--- src/rtl/alu_pkg.sv ---
// -----------------------------------------------------------------------------
// alu_pkg
// Shared types and constants for the sequential MIPS ALU (alu_seq).
//   alu_op_t : 3-bit operation code, encoded to match the ALU decoder output.
//   state_t  : control FSM states of alu_seq.
//   ALU_WIDTH/ALU_SHW : default operand width and shift-amount width.
//   is_shift_op() : true for the iterative (shift-class) operations.
// -----------------------------------------------------------------------------
package alu_pkg;

  localparam int ALU_WIDTH = 32;
  localparam int ALU_SHW   = 5;

  typedef enum logic [2:0] {
    AND = 3'b000,
    OR  = 3'b001,
    ADD = 3'b010,
    SLL = 3'b011,
    ZFR = 3'b100,
    LI  = 3'b101,
    SUB = 3'b110,
    SLT = 3'b111
  } alu_op_t;

  typedef enum logic [1:0] {
    IDLE  = 2'd0,
    SHIFT = 2'd1,
    DONE  = 2'd2
  } state_t;

  function automatic logic is_shift_op(input alu_op_t op);
    return (op == SLL) || (op == ZFR);
  endfunction

endpackage

--- src/rtl/alu_seq_if.sv ---
// -----------------------------------------------------------------------------
// alu_seq_if
// Request/response bundle between the datapath and alu_seq.
//   start, alucontrol, a, b : request side, driven by the master (datapath).
//   busy, done, y, zero     : response side, driven by the slave (alu_seq).
// -----------------------------------------------------------------------------
interface alu_seq_if #(
  parameter int WIDTH = alu_pkg::ALU_WIDTH
);

  logic             start;
  logic [2:0]       alucontrol;
  logic [WIDTH-1:0] a;
  logic [WIDTH-1:0] b;
  logic             busy;
  logic             done;
  logic [WIDTH-1:0] y;
  logic             zero;

  modport master (
    output start, alucontrol, a, b,
    input  busy, done, y, zero
  );

  modport slave (
    input  start, alucontrol, a, b,
    output busy, done, y, zero
  );

endinterface

--- src/rtl/alu_comb.sv ---
// -----------------------------------------------------------------------------
// alu_comb
// Purely combinational evaluation of the single-cycle operations.
//   op : operation code
//   a  : operand A
//   b  : operand B / immediate
//   y  : result. For the shift-class codes it returns a, which is the correct
//        result when the shift amount is zero; non-zero shifts are iterated by
//        the parent and never use this output.
// -----------------------------------------------------------------------------
module alu_comb
  import alu_pkg::*;
#(
  parameter int WIDTH = ALU_WIDTH
) (
  input  alu_op_t          op,
  input  logic [WIDTH-1:0] a,
  input  logic [WIDTH-1:0] b,
  output logic [WIDTH-1:0] y
);

  logic lt;

  assign lt = ($signed(a) < $signed(b));

  always_comb begin
    // NOTE: y gets a value on every path (default first) so no latch is inferred.
    y = a;
    case (op)
      AND:     y = a & b;
      OR:      y = a | b;
      ADD:     y = a + b;
      SUB:     y = a - b;
      SLT:     y = {{(WIDTH-1){1'b0}}, lt};
      LI:      y = b;
      SLL,
      ZFR:     y = a;
      default: y = a;
    endcase
  end

endmodule

--- src/rtl/alu_seq.sv ---
// -----------------------------------------------------------------------------
// alu_seq
// Sequential ALU for the multicycle MIPS datapath. Single-cycle ops finish with
// latency 1; sll/zfr iterate one bit position per cycle.
//   clk   : rising-edge clock
//   reset : synchronous, active-high reset
//   bus   : alu_seq_if.slave (start/alucontrol/a/b in, busy/done/y/zero out)
// Operands are captured when start is accepted in IDLE; start is ignored while
// busy. done is a one-cycle pulse while in DONE; y/zero are registered and hold
// until the next done.
// -----------------------------------------------------------------------------
module alu_seq
  import alu_pkg::*;
#(
  parameter int WIDTH = ALU_WIDTH,
  parameter int SHW   = ALU_SHW
) (
  input  logic       clk,
  input  logic       reset,
  alu_seq_if.slave   bus
);

  state_t           state_q, state_d;
  alu_op_t          op_q, op_d;
  logic [WIDTH-1:0] a_q, a_d;
  logic [WIDTH-1:0] acc_q, acc_d;
  logic [WIDTH-1:0] mask_q, mask_d;
  logic [SHW-1:0]   cnt_q, cnt_d;
  logic [WIDTH-1:0] y_q, y_d;
  logic             zero_q, zero_d;

  alu_op_t          start_op;
  logic [SHW-1:0]   shamt;
  logic [WIDTH-1:0] comb_y;
  logic [WIDTH-1:0] acc_step;
  logic [WIDTH-1:0] mask_step;

  assign start_op  = alu_op_t'(bus.alucontrol);
  assign shamt     = bus.b[SHW-1:0];
  assign acc_step  = acc_q << 1;
  assign mask_step = mask_q << 1;

  alu_comb #(
    .WIDTH (WIDTH)
  ) u_comb (
    .op (start_op),
    .a  (bus.a),
    .b  (bus.b),
    .y  (comb_y)
  );

  always_comb begin
    state_d = state_q;
    op_d    = op_q;
    a_d     = a_q;
    acc_d   = acc_q;
    mask_d  = mask_q;
    cnt_d   = cnt_q;
    y_d     = y_q;

    case (state_q)
      IDLE: begin
        if (bus.start) begin
          op_d = start_op;
          a_d  = bus.a;
          if (is_shift_op(start_op) && (shamt != '0)) begin
            acc_d   = bus.a;
            mask_d  = '1;
            cnt_d   = shamt;
            state_d = SHIFT;
          end else begin
            y_d     = comb_y;
            state_d = DONE;
          end
        end
      end

      SHIFT: begin
        // Only the register belonging to the active op moves; the other is
        // left alone. cnt == 1 marks the last of shamt steps, so the result is
        // taken from the stepped value directly.
        cnt_d = cnt_q - 1'b1;
        if (op_q == SLL) begin
          acc_d = acc_step;
        end else begin
          mask_d = mask_step;
        end
        if (cnt_q == 1) begin
          y_d     = (op_q == SLL) ? acc_step : (a_q & mask_step);
          state_d = DONE;
        end
      end

      DONE: begin
        state_d = IDLE;
      end

      default: begin
        state_d = IDLE;
      end
    endcase

    // zero always tracks the value y will hold, including when y holds.
    zero_d = (y_d == '0);
  end

  always_ff @(posedge clk) begin
    // NOTE: state registers use non-blocking assignments so every flop samples
    // the pre-edge values, independent of statement order.
    if (reset) begin
      state_q <= IDLE;
      op_q    <= AND;
      a_q     <= '0;
      acc_q   <= '0;
      mask_q  <= '0;
      cnt_q   <= '0;
      y_q     <= '0;
      zero_q  <= 1'b1;
    end else begin
      state_q <= state_d;
      op_q    <= op_d;
      a_q     <= a_d;
      acc_q   <= acc_d;
      mask_q  <= mask_d;
      cnt_q   <= cnt_d;
      y_q     <= y_d;
      zero_q  <= zero_d;
    end
  end

  assign bus.busy = (state_q != IDLE);
  assign bus.done = (state_q == DONE);
  assign bus.y    = y_q;
  assign bus.zero = zero_q;

endmodule

--- src/flat_wrapper.sv ---
// flat-port wrapper written by rule: the top's interface ports become plain ports
module alu_seq_flat import alu_pkg::*;
#(
  parameter int WIDTH = ALU_WIDTH,
  parameter int SHW   = ALU_SHW
)
  (clk, reset, bus_start, bus_alucontrol, bus_a, bus_b, bus_busy, bus_done, bus_y, bus_zero);
  alu_seq_if #(.WIDTH(WIDTH)) bus_i ();
  input  logic clk;
  input  logic reset;
  input wire logic [$bits(bus_i.start)-1:0] bus_start;
  input wire logic [$bits(bus_i.alucontrol)-1:0] bus_alucontrol;
  input wire logic [$bits(bus_i.a)-1:0] bus_a;
  input wire logic [$bits(bus_i.b)-1:0] bus_b;
  output wire logic [$bits(bus_i.busy)-1:0] bus_busy;
  output wire logic [$bits(bus_i.done)-1:0] bus_done;
  output wire logic [$bits(bus_i.y)-1:0] bus_y;
  output wire logic [$bits(bus_i.zero)-1:0] bus_zero;
  assign bus_i.start = bus_start;
  assign bus_i.alucontrol = bus_alucontrol;
  assign bus_i.a = bus_a;
  assign bus_i.b = bus_b;
  assign bus_busy = bus_i.busy;
  assign bus_done = bus_i.done;
  assign bus_y = bus_i.y;
  assign bus_zero = bus_i.zero;
  alu_seq #(.WIDTH(WIDTH), .SHW(SHW)) u_core (.clk(clk), .reset(reset), .bus(bus_i));
endmodule
--- config.mk ---
export PLATFORM = sky130hd
export DESIGN_NAME = alu_seq_flat
export DESIGN_NICKNAME = d
export VERILOG_FILES = /design/src/rtl/alu_pkg.sv /design/src/rtl/alu_seq_if.sv /design/src/rtl/alu_comb.sv /design/src/rtl/alu_seq.sv /design/src/flat_wrapper.sv
export SDC_FILE = /design/constraint.sdc
export NUM_CORES = 1
export LEC_CHECK = 0
export BUFFER_PORTS_ARGS = -buffer_cell sky130_fd_sc_hd__clkbuf_2
export CAP_MARGIN = 0
export CORE_MARGIN = 5
export CORE_UTILIZATION = 45
export DETAILED_ROUTE_END_ITERATION = 12
export GPL_ROUTABILITY_DRIVEN = 0
export PLACE_DENSITY = 0.67
export SLEW_MARGIN = 20
export SYNTH_ARGS = -nofsm -noshare
export SYNTH_HDL_FRONTEND = slang
export SYNTH_SLANG_ARGS = --single-unit
--- constraint.sdc ---
create_clock -name clk -period 8.5 [get_ports clk]
set_input_delay 1.7 -clock clk [delete_from_list [all_inputs] [get_ports clk]]
set_output_delay 1.7 -clock clk [all_outputs]
set_load 0.02 [all_outputs]
==> flow_summary.ini <==
[pwr]
power_mw = 2.18
ir_worst_vdd_mv = 0.152
p_per_area_nw_per_um2 = 167
power_leakage_nw = 5.54

[cells_and_area]
synthToLayoutAreaGrowth_pct = 10.3
fill_cells = 2654
nets = 1911
fin_area_sq_um = 13100
antenna_cells = 0
register_area_sq_um = 2720
multiInputGateArea_sq_um = 8260
drive_above_1_share = 0.102
fin_util = 0.503

[synth]
synth_cells = 1718
ys_async_sr_fraction = 0
syn_avg_cell_area_sq_um = 6.89
ys_seq_elements = 136
synth_fp_nets = 1889
synth_enable_flop_cells = 0
yosys_warnings = 0
syn_area_sq_um = 11800
synth_cell_types = 79
yosysSeqAreaShare = 0.230
ys.flop_type = dfxtp_1

[die]
rows = 59
die_h_um = 172
dieArea_sq_um = 29600
initial_core_util = 0.456
pin_count = 105
core_sq_um = 26000
die_x_um = 172

[placed_design]
post-place-ws_ps = 2560
io_buffers = 104
dpl-instance-area_sq_um = 12500
dp_hpwl_mm = 34.0

[clock_tree]
cts_inserted_buffers = 17
cts_max_level = 4
clk_pin_slew_ps = 60
cts_tree = yes
clockBufferDepth = 2
post_cts.repair.setup_buffers = 0
post_cts_resize_count = 0
clockRootBuffer = clkbuf_16
clock_latency_ps = 410
clock-sinks = 136
cts.hold.buffers_added = 0

[global_route]
grt_pass1_vias = 12600
grt_pass1_wl_mm = 71.1
antenna_found_initial = 0
grt_overflow = 0
grtUsageTotal = 0.304
grt_max_degree = 100

[worst_hold_path]
holdPathStages = 2
holdCritPathClass = reg2reg

[critical_path]
max_stage_delay_ps = 810
worstPathArrival_ps = 6110
crit_path_max_fanout = 30
worst-path-buf-inv = 3
cp.required_ps = 8850
path_class = in2reg
end_kind = flop
path_depth = 12
path_delay_family = simple AND/OR/NAND/NOR gates
critPathLaunchType = primary input
r2r_cells = 11
cp_common_cell = a221oi_1
crit_slowest_cell = nor2_1
worstPathCellList = clkbuf_2 -> inv_1 -> buf_4 -> nor2_1 -> a221oi_1 -> a221oi_2 -> nor4b_1 -> a31oi_1 -> a221oi_1 -> and4_1 -> nor4bb_1 -> a41o_1

[timing]
finalHoldViolCount = 0
fin_skew_ps = 12.3
setup_viol = 0
worstMarginPinSlew_ps = 1080
tns_ps = 0
max_freq_ghz = 0.174
relSlewSlack = 0.282
drv_slew = 0
finalWorstSetupSlack_ps = 2740
rsz0062_at_grt = false
post-route-min-period_ps = 5760
finalCritPeriodShare = 0.677

[route]
avgViaCountPerCell = 6.43
dr.pass1.iters = 6
route.detailed.drc = 0
wl_mm = 46.3
ant_nets = 0
first_iter_violations = 1589
vias = 13400
wire_per_inst_um = 22.2

[outcome]
status = complete, no violations

[flow_run]
cap_viol_max_count = 0
## sequential cells by signal, summed over array words and instances (netlist names)
register         flops
u_core.acc_q        31
u_core.mask_q       31
u_core.state_q       2
u_core.bus.y        32
u_core.bus.zero      1
u_core.op_q          3
u_core.a_q          31
u_core.cnt_q         5
## kinds of logic after synthesis
logic type | after synthesis | share of synthesized area
AOI/OAI and AO/OA | 547 | 0.306
muxes | 13 | 0.0110
buffers and inverters | 225 | 0.0736
DFF | 136 | 0.230
adders and majority gates | 101 | 0.108
xor gates and xnor gates | 21 | 0.0155
and+or+nand+nor | 675 | 0.256
## synth_stat cells (all sizes together) (10+ instances only)
library cell | count | area (sq um)
a211oi | 27 | 213
a21o | 15 | 113
a21oi | 211 | 1060
a221oi | 20 | 181
a22oi | 25 | 188
a311oi | 31 | 272
a31oi | 13 | 81.3
and3 | 20 | 125
buf | 30 | 139
clkbuf | 90 | 338
dfxtp | 136 | 2720
ha | 99 | 1240
inv | 104 | 390
mux2i | 13 | 130
nand2 | 224 | 843
nand2b | 12 | 82.6
nand3 | 42 | 210
nor2 | 222 | 833
nor2b | 27 | 169
nor3 | 67 | 335
nor4 | 10 | 62.6
o211ai | 13 | 97.6
o21ai | 70 | 350
o22a | 14 | 123
o22ai | 14 | 101
o31ai | 13 | 103
xnor2 | 16 | 140
## cells in the final DEF (no fill, tap or decap), types with 12 or more instances in the layout
cell       instances
ha_1              99
a21oi_1          211
nor2_1           221
a211oi_1          25
o22ai_1           13
nand2_1          223
and3_1            20
a311oi_1          31
nor3_1            67
o22a_1            14
xnor2_1           16
clkbuf_16         17
o21ai_0           68
o31ai_1           12
a31oi_1           13
inv_1            104
dfxtp_1          136
mux2i_1           13
a22oi_1           24
o211ai_1          13
nor2b_1           25
buf_4             20
nand3_1           42
a21o_1            15
clkbuf_2         103
a221oi_1          19
## tightest hold or removal path, stage by stage (launching register included)
cell	delay, ps
dfxtp_1	300
nand2_1	50
a21oi_1	50
## stage by stage
| step | std cells | hold WS (ps) |
|---|---|---|
| 6_report | 2087 | 453 |
| 5_1_grt | 2087 | 473 |
| 4_1_cts | 2087 | 454 |
| 3_5_place_dp | 2056 | 445 |
| 3_3_place_gp | 2056 | 440 |
| 2_1_floorplan | 1718 | 432 |
## layout make-up
cell class / count / area share
Clock buffer: 17 / 0.0326
Clock inverter: 14 / 0.0133
Inverter: 105 / 0.0302
Multi-Input combinational cell: 1357 / 0.632
Sequential cell: 136 / 0.208
Tap cell: 335 / 0.0321
Timing Repair Buffer: 123 / 0.0510
## path summary, 6_finish.rpt
| kind | startpoint | to | slack, ps |
|---|---|---|---|
| setup / recovery | bus_alucontrol[0] | u_core.bus.zero | 2740 |
| hold reg to reg | u_core.a_q[17] | u_core.a_q[17] | 450 |
| hold / removal | u_core.a_q[17] | u_core.a_q[17] | 450 |
| setup reg to reg | u_core.state_q[0] | u_core.bus.zero | 3760 |
## power breakdown
| group | total, mW | switching, mW | internal (mW) | leakage (nW) |
|---|---|---|---|---|
| Clock | 0.758 | 0.295 | 0.463 | 0.294 |
| Sequential | 0.736 | 0.0451 | 0.690 | 1.12 |
| Combinational | 0.682 | 0.455 | 0.227 | 4.13 |
| Total | 2.18 | 0.795 | 1.38 | 5.54 |
## layer usage
layer	share of wire	routed length [um]	GRT usage
met2	0.43	20000	0.468
met3	0.099	4600	0.0615
met1	0.41	18900	0.401
met4	0.060	2760	0.164
met5	0	0	0
Power figures use the tool's default switching activity.
